[src/rtl/add_accumulator.sv]
// Burst accumulator fed by a valid/ready operand stream; adds or subtracts each
// operand into a running total and tracks sticky carry-out and overflow flags.
module add_accumulator #(
  parameter int WIDTH = 16,
  parameter int LEN_W = 8
) (
  input  logic             clk,
  input  logic             rst,
  input  logic             clear,
  input  logic             start,
  input  logic [LEN_W-1:0] len,
  input  logic             sub,
  input  logic             in_valid,
  output logic             in_ready,
  input  logic [WIDTH-1:0] in_data,
  input  logic             in_ci,
  output logic [WIDTH-1:0] acc,
  output logic             co_flag,
  output logic             ov_flag,
  output logic [LEN_W-1:0] count,
  output logic             out_valid,
  input  logic             out_ready,
  output logic             busy
);

  localparam logic [1:0] IDLE  = 2'd0;
  localparam logic [1:0] ACCUM = 2'd1;
  localparam logic [1:0] DONE  = 2'd2;

  logic [1:0]       r_state;
  logic [WIDTH-1:0] r_acc;
  logic [LEN_W-1:0] r_count;
  logic [LEN_W-1:0] r_len;
  logic             r_sub;
  logic             r_co;
  logic             r_ov;

  logic [WIDTH-1:0] w_opB;
  logic             w_cin;
  logic [WIDTH:0]   w_sum;
  logic             w_ov;
  logic             w_accept;
  logic             w_last;

  // Same ripple-add behaviour as the upstream sixteen_bit_adder, one bit wider for carry-out.
  function automatic logic [WIDTH:0] adderFn(input logic [WIDTH-1:0] a,
                                             input logic [WIDTH-1:0] b,
                                             input logic             cin);
    return {1'b0, a} + {1'b0, b} + {{WIDTH{1'b0}}, cin};
  endfunction

  assign w_opB    = r_sub ? ~in_data : in_data;
  assign w_cin    = r_sub ? 1'b1 : in_ci;
  assign w_sum    = adderFn(r_acc, w_opB, w_cin);
  assign w_ov     = (r_acc[WIDTH-1] == w_opB[WIDTH-1]) && (w_sum[WIDTH-1] != r_acc[WIDTH-1]);
  assign w_accept = in_valid && (r_state == ACCUM);
  assign w_last   = (r_count == (r_len - LEN_W'(1)));

  always_ff @(posedge clk) begin
    if (rst || clear) begin
      r_state <= IDLE;
      r_acc   <= '0;
      r_count <= '0;
      r_len   <= '0;
      r_sub   <= 1'b0;
      r_co    <= 1'b0;
      r_ov    <= 1'b0;
    end else begin
      case (r_state)
        IDLE: begin
          if (start) begin
            r_acc   <= '0;
            r_count <= '0;
            r_co    <= 1'b0;
            r_ov    <= 1'b0;
            r_len   <= len;
            r_sub   <= sub;
            r_state <= (len == '0) ? DONE : ACCUM;
          end
        end
        ACCUM: begin
          if (w_accept) begin
            r_acc   <= w_sum[WIDTH-1:0];
            r_count <= r_count + LEN_W'(1);
            r_co    <= r_co | w_sum[WIDTH];
            r_ov    <= r_ov | w_ov;
            if (w_last) begin
              r_state <= DONE;
            end
          end
        end
        DONE: begin
          if (out_ready) begin
            r_state <= IDLE;
          end
        end
        default: r_state <= IDLE;
      endcase
    end
  end

  // Handshake outputs come straight from state so no input reaches them combinationally.
  assign in_ready  = (r_state == ACCUM);
  assign out_valid = (r_state == DONE);
  assign busy      = (r_state == ACCUM) || (r_state == DONE);
  assign acc       = r_acc;
  assign count     = r_count;
  assign co_flag   = r_co;
  assign ov_flag   = r_ov;

endmodule
[config.mk]
export PLATFORM = sky130hd
export DESIGN_NAME = add_accumulator
export DESIGN_NICKNAME = d
export VERILOG_FILES = /design/src/rtl/add_accumulator.sv
export SDC_FILE = /design/constraint.sdc
export NUM_CORES = 1
export LEC_CHECK = 0
export CORE_MARGIN = 4
export CORE_UTILIZATION = 30
export CTS_CLUSTER_SIZE = 30
export DETAILED_ROUTE_END_ITERATION = 16
export DONT_BUFFER_PORTS = 1
export SYNTH_ARGS = -nofsm -noshare
export SYNTH_HDL_FRONTEND = slang
export SYNTH_SLANG_ARGS = --single-unit
[constraint.sdc]
create_clock -name clk -period 3.35 [get_ports clk]
set_clock_uncertainty 0.1 [all_clocks]
set_input_delay 0.67 -clock clk [delete_from_list [all_inputs] [get_ports clk]]
set_output_delay 0.67 -clock clk [all_outputs]
set_load 0.02 [all_outputs]
==> results of run 1 <==
state kept, by name (all words and copies together) (netlist names):
register,count
co_flag,1
r_len,8
ov_flag,1
r_sub,1
count,8
acc,16
r_state,2
worst paths after layout:
check / end / from / slack, ns / cells after the start
max: co_flag / in_ci / 0.42 / 9
min: r_len[7] / r_len[7] / 0.39 / 2
max reg2reg: co_flag / r_sub / 0.43 / 9
min reg2reg: r_len[7] / r_len[7] / 0.39 / 2
power groups by stage:
| stage | clock network, mW | logic [mW] | registers (mW) |
|---|---|---|---|
| 2_1_floorplan | 0 | 0.170 | 0.466 |
| 3_3_place_gp | 0 | 0.208 | 0.470 |
| 3_5_place_dp | 0 | 0.211 | 0.470 |
| 4_1_cts | 0.322 | 0.213 | 0.460 |
| 5_1_grt | 0.335 | 0.238 | 0.461 |
| 6_report | 0.305 | 0.210 | 0.460 |
logic make-up (layout without fill, tap and decap cells):
group | count (synthesis) | in the layout | share of synthesized area [%]
AO/OA/AOI/OAI | 77 | 77 | 19.68
XOR/XNOR | 42 | 42 | 14.32
adder cells (fa/ha/maj) | 22 | 22 | 11.30
buffers and inverters | 22 | 23 | 3.409
flip-flops | 37 | 37 | 28.84
multiplexers | 1 | 1 | 0.3897
AND/OR/NAND/NOR | 117 | 117 | 22.07
synth_stat cells, types with 2 or more instances:
cell / count / share of area [%]
nand2b_1: 4 / 0.97
or2_2: 2 / 0.49
inv_1: 11 / 1.6
xnor2_1: 14 / 4.8
nor3b_1: 3 / 0.88
o21bai_1: 3 / 0.88
nand3_1: 9 / 1.8
nor3_1: 9 / 1.8
nand4_1: 5 / 1.2
a21o_1: 4 / 1.2
nor4_1: 2 / 0.49
a22oi_1: 5 / 1.5
a21oi_1: 25 / 4.9
nor2_1: 30 / 4.4
o211ai_1: 3 / 0.88
o21a_1: 3 / 0.88
o21ai_0: 15 / 2.9
and3_1: 2 / 0.49
a211oi_1: 2 / 0.58
a311oi_1: 2 / 0.68
fa_1: 2 / 1.6
dfxtp_1: 37 / 29
a22o_1: 2 / 0.68
xor2_1: 28 / 9.5
nand2_1: 40 / 5.8
clkbuf_1: 8 / 1.2
ha_1: 20 / 9.7
routing by layer:
| layer | GRT usage [%] | vias to the layer above |
|---|---|---|
| li1 | - | 1123 |
| met4 | 2.902 | 0 |
| met1 | 14.69 | 1044 |
| met2 | 24.21 | 51 |
| met5 | 0 | - |
| met3 | 5.952 | 5 |
tightest hold or removal path: stages (launching register included):
cell and delay (ns):
dfxtp_1 0.33, nand2_1 0.06, a21oi_1 0.05
cell type report:
type                    instances  area [um2]
fillers                       909        5492
clock inverters                 2       10.01
well taps                     105       131.4
repair buffers                  4       30.03
flip-flops and latches         37       740.7
inverters                      11       41.29
multi-input cells             259        1740
clock buffers                   6       72.57
==> results by group, run 1 <==
Placed design
  – Worst slack, placed: ~0.1 ns
  – Hpwl dp: 5.179 mm
  – Port bufs: 0
  – Placed cell areas: ~0.0027 mm2
  – # placed instances: 416
  – Final Wtd Congestion: around 0.87

Setup path
  – Critical Path Source Type: input pin
  – Critical Path End Type: flop
  – CP Buf/Inv Count: 0
  – Most Frequent Cell on Critical Path: fa_1
  – CP required: 3.41 ns
  – CP cell instances: or2_2 > fa_1 > fa_1 > a211oi_1 > o211ai_1 > nand2_1 > o221ai_1 > a2111oi_0 > nor3_1
  – Critical path fanouts, max: 3
  – Critical path class: in2reg
  – Family with the most delay on the worst path: compound AO/OA/AOI/OAI gates
  – Largest stage delay, worst path: between 0.4 and 0.5 ns
  – Critical Path Slowest Stage Cell: a2111oi_0
  – WP data arrival: 2.99 ns

CTS
  – Clk slew on worst S/H paths: approximately 0.080 ns
  – CTS resizes: 0
  – Clk root buf: clkbuf_8
  – Clk buf depth: 2
  – CTS sink count: 37
  – CTS H-tree depth: 2
  – Post-CTS Setup Repair Bufs: 0
  – CTS tree: yes
  – Post-CTS Hold Fix Bufs: 0
  – Skew-Pair Late Insertion Delay: about 0.29 ns
  – Num CTS Buffers: 5

Cells and area
  – Design area: 0.002766 mm2
  – Area Growth Syn to Fin: 7.696%
  – Final Instance Count excl. Fillers: between 400 and 500
  – Commonest non-fill, non-tap cell in the layout: nand2_1
  – Diodes inserted: 0
  – Most frequent cells in the layout: 40 x nand2_1, 37 x dfxtp_1, 30 x nor2_1
  – Share of cells above drive strength 1: under 10%
  – Util after Layout: 33.50%
  – Fin nets: 372

Power
  – LEAKAGE: around 1.1 nW
  – Total power: between 0.9 and 1 mW
  – Max rail drop VDD: roughly 0.13 mV
  – Power Density: about 350 mW/mm2
  – Switch share: 31.02%
  – Pint: about 0.67 mW
  – Sequential share of power: 47.1%
  – P_sw: approximately 0.30 mW
  – Combinational fraction of design power: between 20% and 30%
  – Clock power frac: approximately 31%

Routing
  – Iter 0 DRT Violations: 100
  – Via count: around 2200
  – DR vias/cell: about 5.2
  – WL per Instance: 15.58 um
  – DR DRC count: 0
  – Met2 wire len: 3.301 mm
  – TritonRoute pass-1 iters: 4
  – Total wire length: ~6.6 mm
  – DRT antenna net count: 0
  – Max Used Layer: met4
  – Met1 Wirelength: 2.618 mm
  – Met3 wire len: between 600 and 700 um

STA
  – Worst slew pin tran: roughly 0.74 ns
  – Minimum clock period after layout: ~3 ns
  – Max_slew headroom: between 50% and 60%
  – Final hold slack: between 0.3 and 0.4 ns
  – Fin crit share: 87.48%
  – Worst setup margin: between 0.4 and 0.5 ns
  – Final Slew Violations: 0
  – RSZ-0062 raised after global routing: no
  – Setup TNS: 0 ns
  – Fmax: 0.3412 GHz
  – Setup Viol. Count Final: 0
  – Final hold violation count: 0

Die
  – Die Footprint: between 0.01 and 0.015 mm2
  – Initial core utilization: between 30% and 40%
  – CORE AREA: a little over 0.008 mm2
  – Die Height: slightly above 100 um
  – IO Pins: 61
  – Die Wd: 100.5 um
  – Row count: 33

Synth
  – Cell Area, Synth: roughly 0.0026 mm2
  – Dominant synthesized flop cell: dfxtp_1
  – EDFF count, synth: 0
  – Async set-or-reset flop fraction in the synthesized netlist: 0%
  – Synthesized area per cell: slightly above 8 um2
  – Syn. warnings: 0
  – Syn Inst Count: ~320
  – Syn Nets: around 370
  – Post-synthesis sequential area ratio: 28.84%
  – Synthesized flop and latch total: 37
  – Synth unique cells: 55

Global routing
  – Global route total overflow: 0
  – Vias in the first global route: approximately 2300
  – Pin count of the biggest net entering global routing: 21
  – Total Routing Usage GR: a little over an eighth
  – First-pass GRT wire length: roughly 11 mm
  – Initial antenna violation count: 0

Worst hold path
  – Worst Hold Class: reg2reg

Run
  – Max Cap Viol: 0

Status
  – Status: finished clean
(Power assumes the default switching activity.)
==> run 2, diff against run 1 <==
==> constraint.sdc (replaced) <==
create_clock -name clk -period 2.45 [get_ports clk]
set_clock_uncertainty 0.1 [all_clocks]
set_input_delay 0.49 -clock clk [delete_from_list [all_inputs] [get_ports clk]]
set_output_delay 0.49 -clock clk [all_outputs]
set_load 0.02 [all_outputs]
==> run 2 against run 1 <==
Effect of this change:
- the flow now finishes with violations (negative setup slack)
- final area up 19%
- cell count grew 13%
- hold slack worse by 0.16 ns
- die area is the same
- sequential cell count unchanged
- via count is 9.9% higher
- clock-buffer cell count down 1
- worst setup slack got worse by 0.52 ns
- global-route usage rose by 0.56 points
- clock power increased by 71%
- non-clock buffer count increased by 56
- first-iteration DRC count down 13%
- critical path type is now reg2reg
- highest routed layer unchanged
==> results by group, run 2 (synthesis results as in run 1) <==
STA
  – Final Slew Violations: 0 (unchanged)
  – Final hold violation count: 0 (unchanged)
  – Fin crit share: 104.1%
  – Minimum clock period after layout: around 2.6 ns
  – RSZ-0062 raised after global routing: yes
  – Worst setup margin: -0.1006 ns (-0.5200 ns)
  – Setup Viol. Count Final: 8 (+8)
  – Fmax: between 0.3 and 0.4 GHz
  – Worst slew pin tran: 0.4936 ns (-0.2425 ns)
  – Max_slew headroom: 66.79% (+16 points)

Routing
  – Via count: 2444 (+9.9%)
  – Iter 0 DRT Violations: 87 (-13%)
  – DRT antenna net count: 0 (unchanged)
  – WL per Instance: 14.93 um (-4.2%)
  – Total wire length: 7.151 mm (+8.2%)
  – DR DRC count: 0 (unchanged)
  – TritonRoute pass-1 iters: 4 (unchanged)
  – DR vias/cell: 5.102 (-2.7%)

Worst hold path
  – WHS Path Cells: 2 (unchanged)
  – Hold Path End: r_len[5]
  – Worst Hold Class: in2reg
  – Hold path start: len[5]

Setup path
  – CP required: 2.57 ns (-0.84 ns)
  – FF-to-FF setup slack: -0.10 ns (-0.53 ns)
  – Critical path fanouts, max: 10 (+7)
  – WP data arrival: 2.67 ns (-0.32 ns)
  – Startpoint of the worst register-to-register path: r_sub
  – Critical path class: reg2reg
  – Critical Path End Type: flop
  – Worst R2R Path Depth: 10 (+1)
  – Critical Path Source Type: flop
  – FF-to-FF End: acc[15]

Status
  – Failing checks: negative setup slack
  – Status: finished, violations left

CTS
  – Post-CTS Hold Fix Bufs: 0 (unchanged)
  – CTS sink count: 37 (unchanged)
  – Clk buf depth: 2 (unchanged)
  – Skew-Pair Late Insertion Delay: 0.28 ns (about the same)
  – Clk slew on worst S/H paths: 0.08 ns (about the same)
  – Num CTS Buffers: 5 (unchanged)
  – CTS H-tree depth: 2 (unchanged)
  – CTS tree: yes
  – Clk root buf: clkbuf_8

Cells and area
  – Diodes inserted: 0 (unchanged)
  – # fillers: 850 (-6.5%)
  – Design area: 0.003294 mm2 (+19%)
  – Commonest non-fill, non-tap cell in the layout: buf_4
  – Area Growth Syn to Fin: 28.25%
  – Share of cells above drive strength 1: 24.33% (+18 points)
  – Most frequent cells in the layout: 59 x buf_4, 39 x nand2_1, 36 x dfxtp_1
  – Max reg flops: 16 (unchanged)
  – Fin nets: 428 (+15%)

Power
  – Total power: 1.508 mW (+55%)
  – LEAKAGE: 1.403 nW (+28%)
  – Max rail drop VDD: 0.2618 mV (+100%)
  – Power Density: 457.8 mW/mm2 (+30%)

Die
  – Die Footprint: 0.01011 mm2 (unchanged)
  – CORE AREA: 0.008258 mm2 (unchanged)
  – Die Height: 100.5 um (unchanged)
  – Die Wd: 100.5 um (unchanged)
  – IO Pins: 61 (unchanged)
  – Initial core utilization: 31.11% (unchanged)
  – Row count: 33 (unchanged)

Global routing
  – Vias in the first global route: 2337 (+0.30%)
  – First-pass GRT wire length: 11.42 mm (+2.9%)
  – Total Routing Usage GR: 14.06% (+0.56 points)
  – Pin count of the biggest net entering global routing: 21 (unchanged)
  – Global route total overflow: 0 (unchanged)
  – Initial antenna violation count: 0 (unchanged)

Placed design
  – Hpwl dp: 5.755 mm (+11%)
  – Final Wtd Congestion: 0.8966 (+3.5%)
  – Placed cell areas: 0.003092 mm2 (+15%)
  – Port bufs: 0 (unchanged)

Run
  – Max Cap Viol: 0 (unchanged)
run 2: cell count changes in the layout (fill, tap and decap cells not counted), sizes merged:
cell    change
buf        +56
bufinv      +1
clkbuf      -1
clkinv      -1
run 2: area by class of cell:
class | count | area [um2] | area share (%)
flip-flops and latches | 37 | 742.0 | 22.52
inverters | 11 | 41.29 | 1.253
repair buffers | 60 | 454.2 | 13.79
well taps | 105 | 131.4 | 3.988
clock inverters | 2 | 35.03 | 1.063
clock buffers | 5 | 68.82 | 2.089
multi-input cells | 259 | 1822 | 55.30
run 2: repair_timing:
item                                    CTS  global route
endpoints found under the setup margin   11            13
gates resized for setup                  10             9
buffers inserted                          3             2
pin swaps                                 4             5
run 2: how the worst max path moves through the flow:
stage               startpoint  endpoint  slack (ns)  cells after the start
global route             r_sub   co_flag       -0.22                      9
CTS                      r_sub   co_flag       -0.09                      9
finish                   r_sub   acc[15]       -0.10                     10
detailed placement       in_ci   co_flag       -0.35                      9
floorplan                in_ci   co_flag       -0.28                      9
global placement         in_ci   co_flag       -0.31                      9
run 2: power by group:
group	switching, mW	total, mW	leakage [nW]	internal, mW
sequential	0.0132	0.625	0.299	0.612
clock	0.225	0.521	0.0540	0.296
combinational	0.201	0.362	1.05	0.161
total	0.439	1.51	1.40	1.07
run 2: stage by stage:
stage / worst slack [ns] / util (%) / setup TNS [ns] / instances / hold WS, ns
final: -0.1006 / 39.89 / -0.3667 / 479 / 0.2312
after global routing: -0.2235 / 39.89 / -1.601 / 479 / 0.2345
after CTS: -0.08521 / 39.41 / -0.2668 / 477 / 0.2252
after detailed placement: -0.3471 / 37.44 / -2.347 / 467 / 0.3733
after global placement: -0.3082 / 37.44 / -2.055 / 467 / 0.3622
after floorplan: -0.2796 / - / -0.8210 / 318 / 0.3488
run 2: per-layer routing:
| layer | global-route usage (%) | vias up | share of wire [%] |
|---|---|---|---|
| met4 | 4.145 | 0 | 1.7 |
| li1 | - | 1232 | - |
| met2 | 23.85 | 61 | 49 |
| met3 | 4.221 | 12 | 6.7 |
| met5 | 0 | - | 0 |
| met1 | 17.18 | 1139 | 43 |
run 2: worst max-delay path, cell delays in order (launching register included):
cell	delay [ns]
dfxtp_2	0.35
buf_6	0.16
xor2_1	0.17
ha_1	0.34
o211ai_1	0.16
nor3_2	0.21
nor2_1	0.09
o221a_2	0.28
buf_4	0.14
or4_1	0.40
nand4_1	0.10
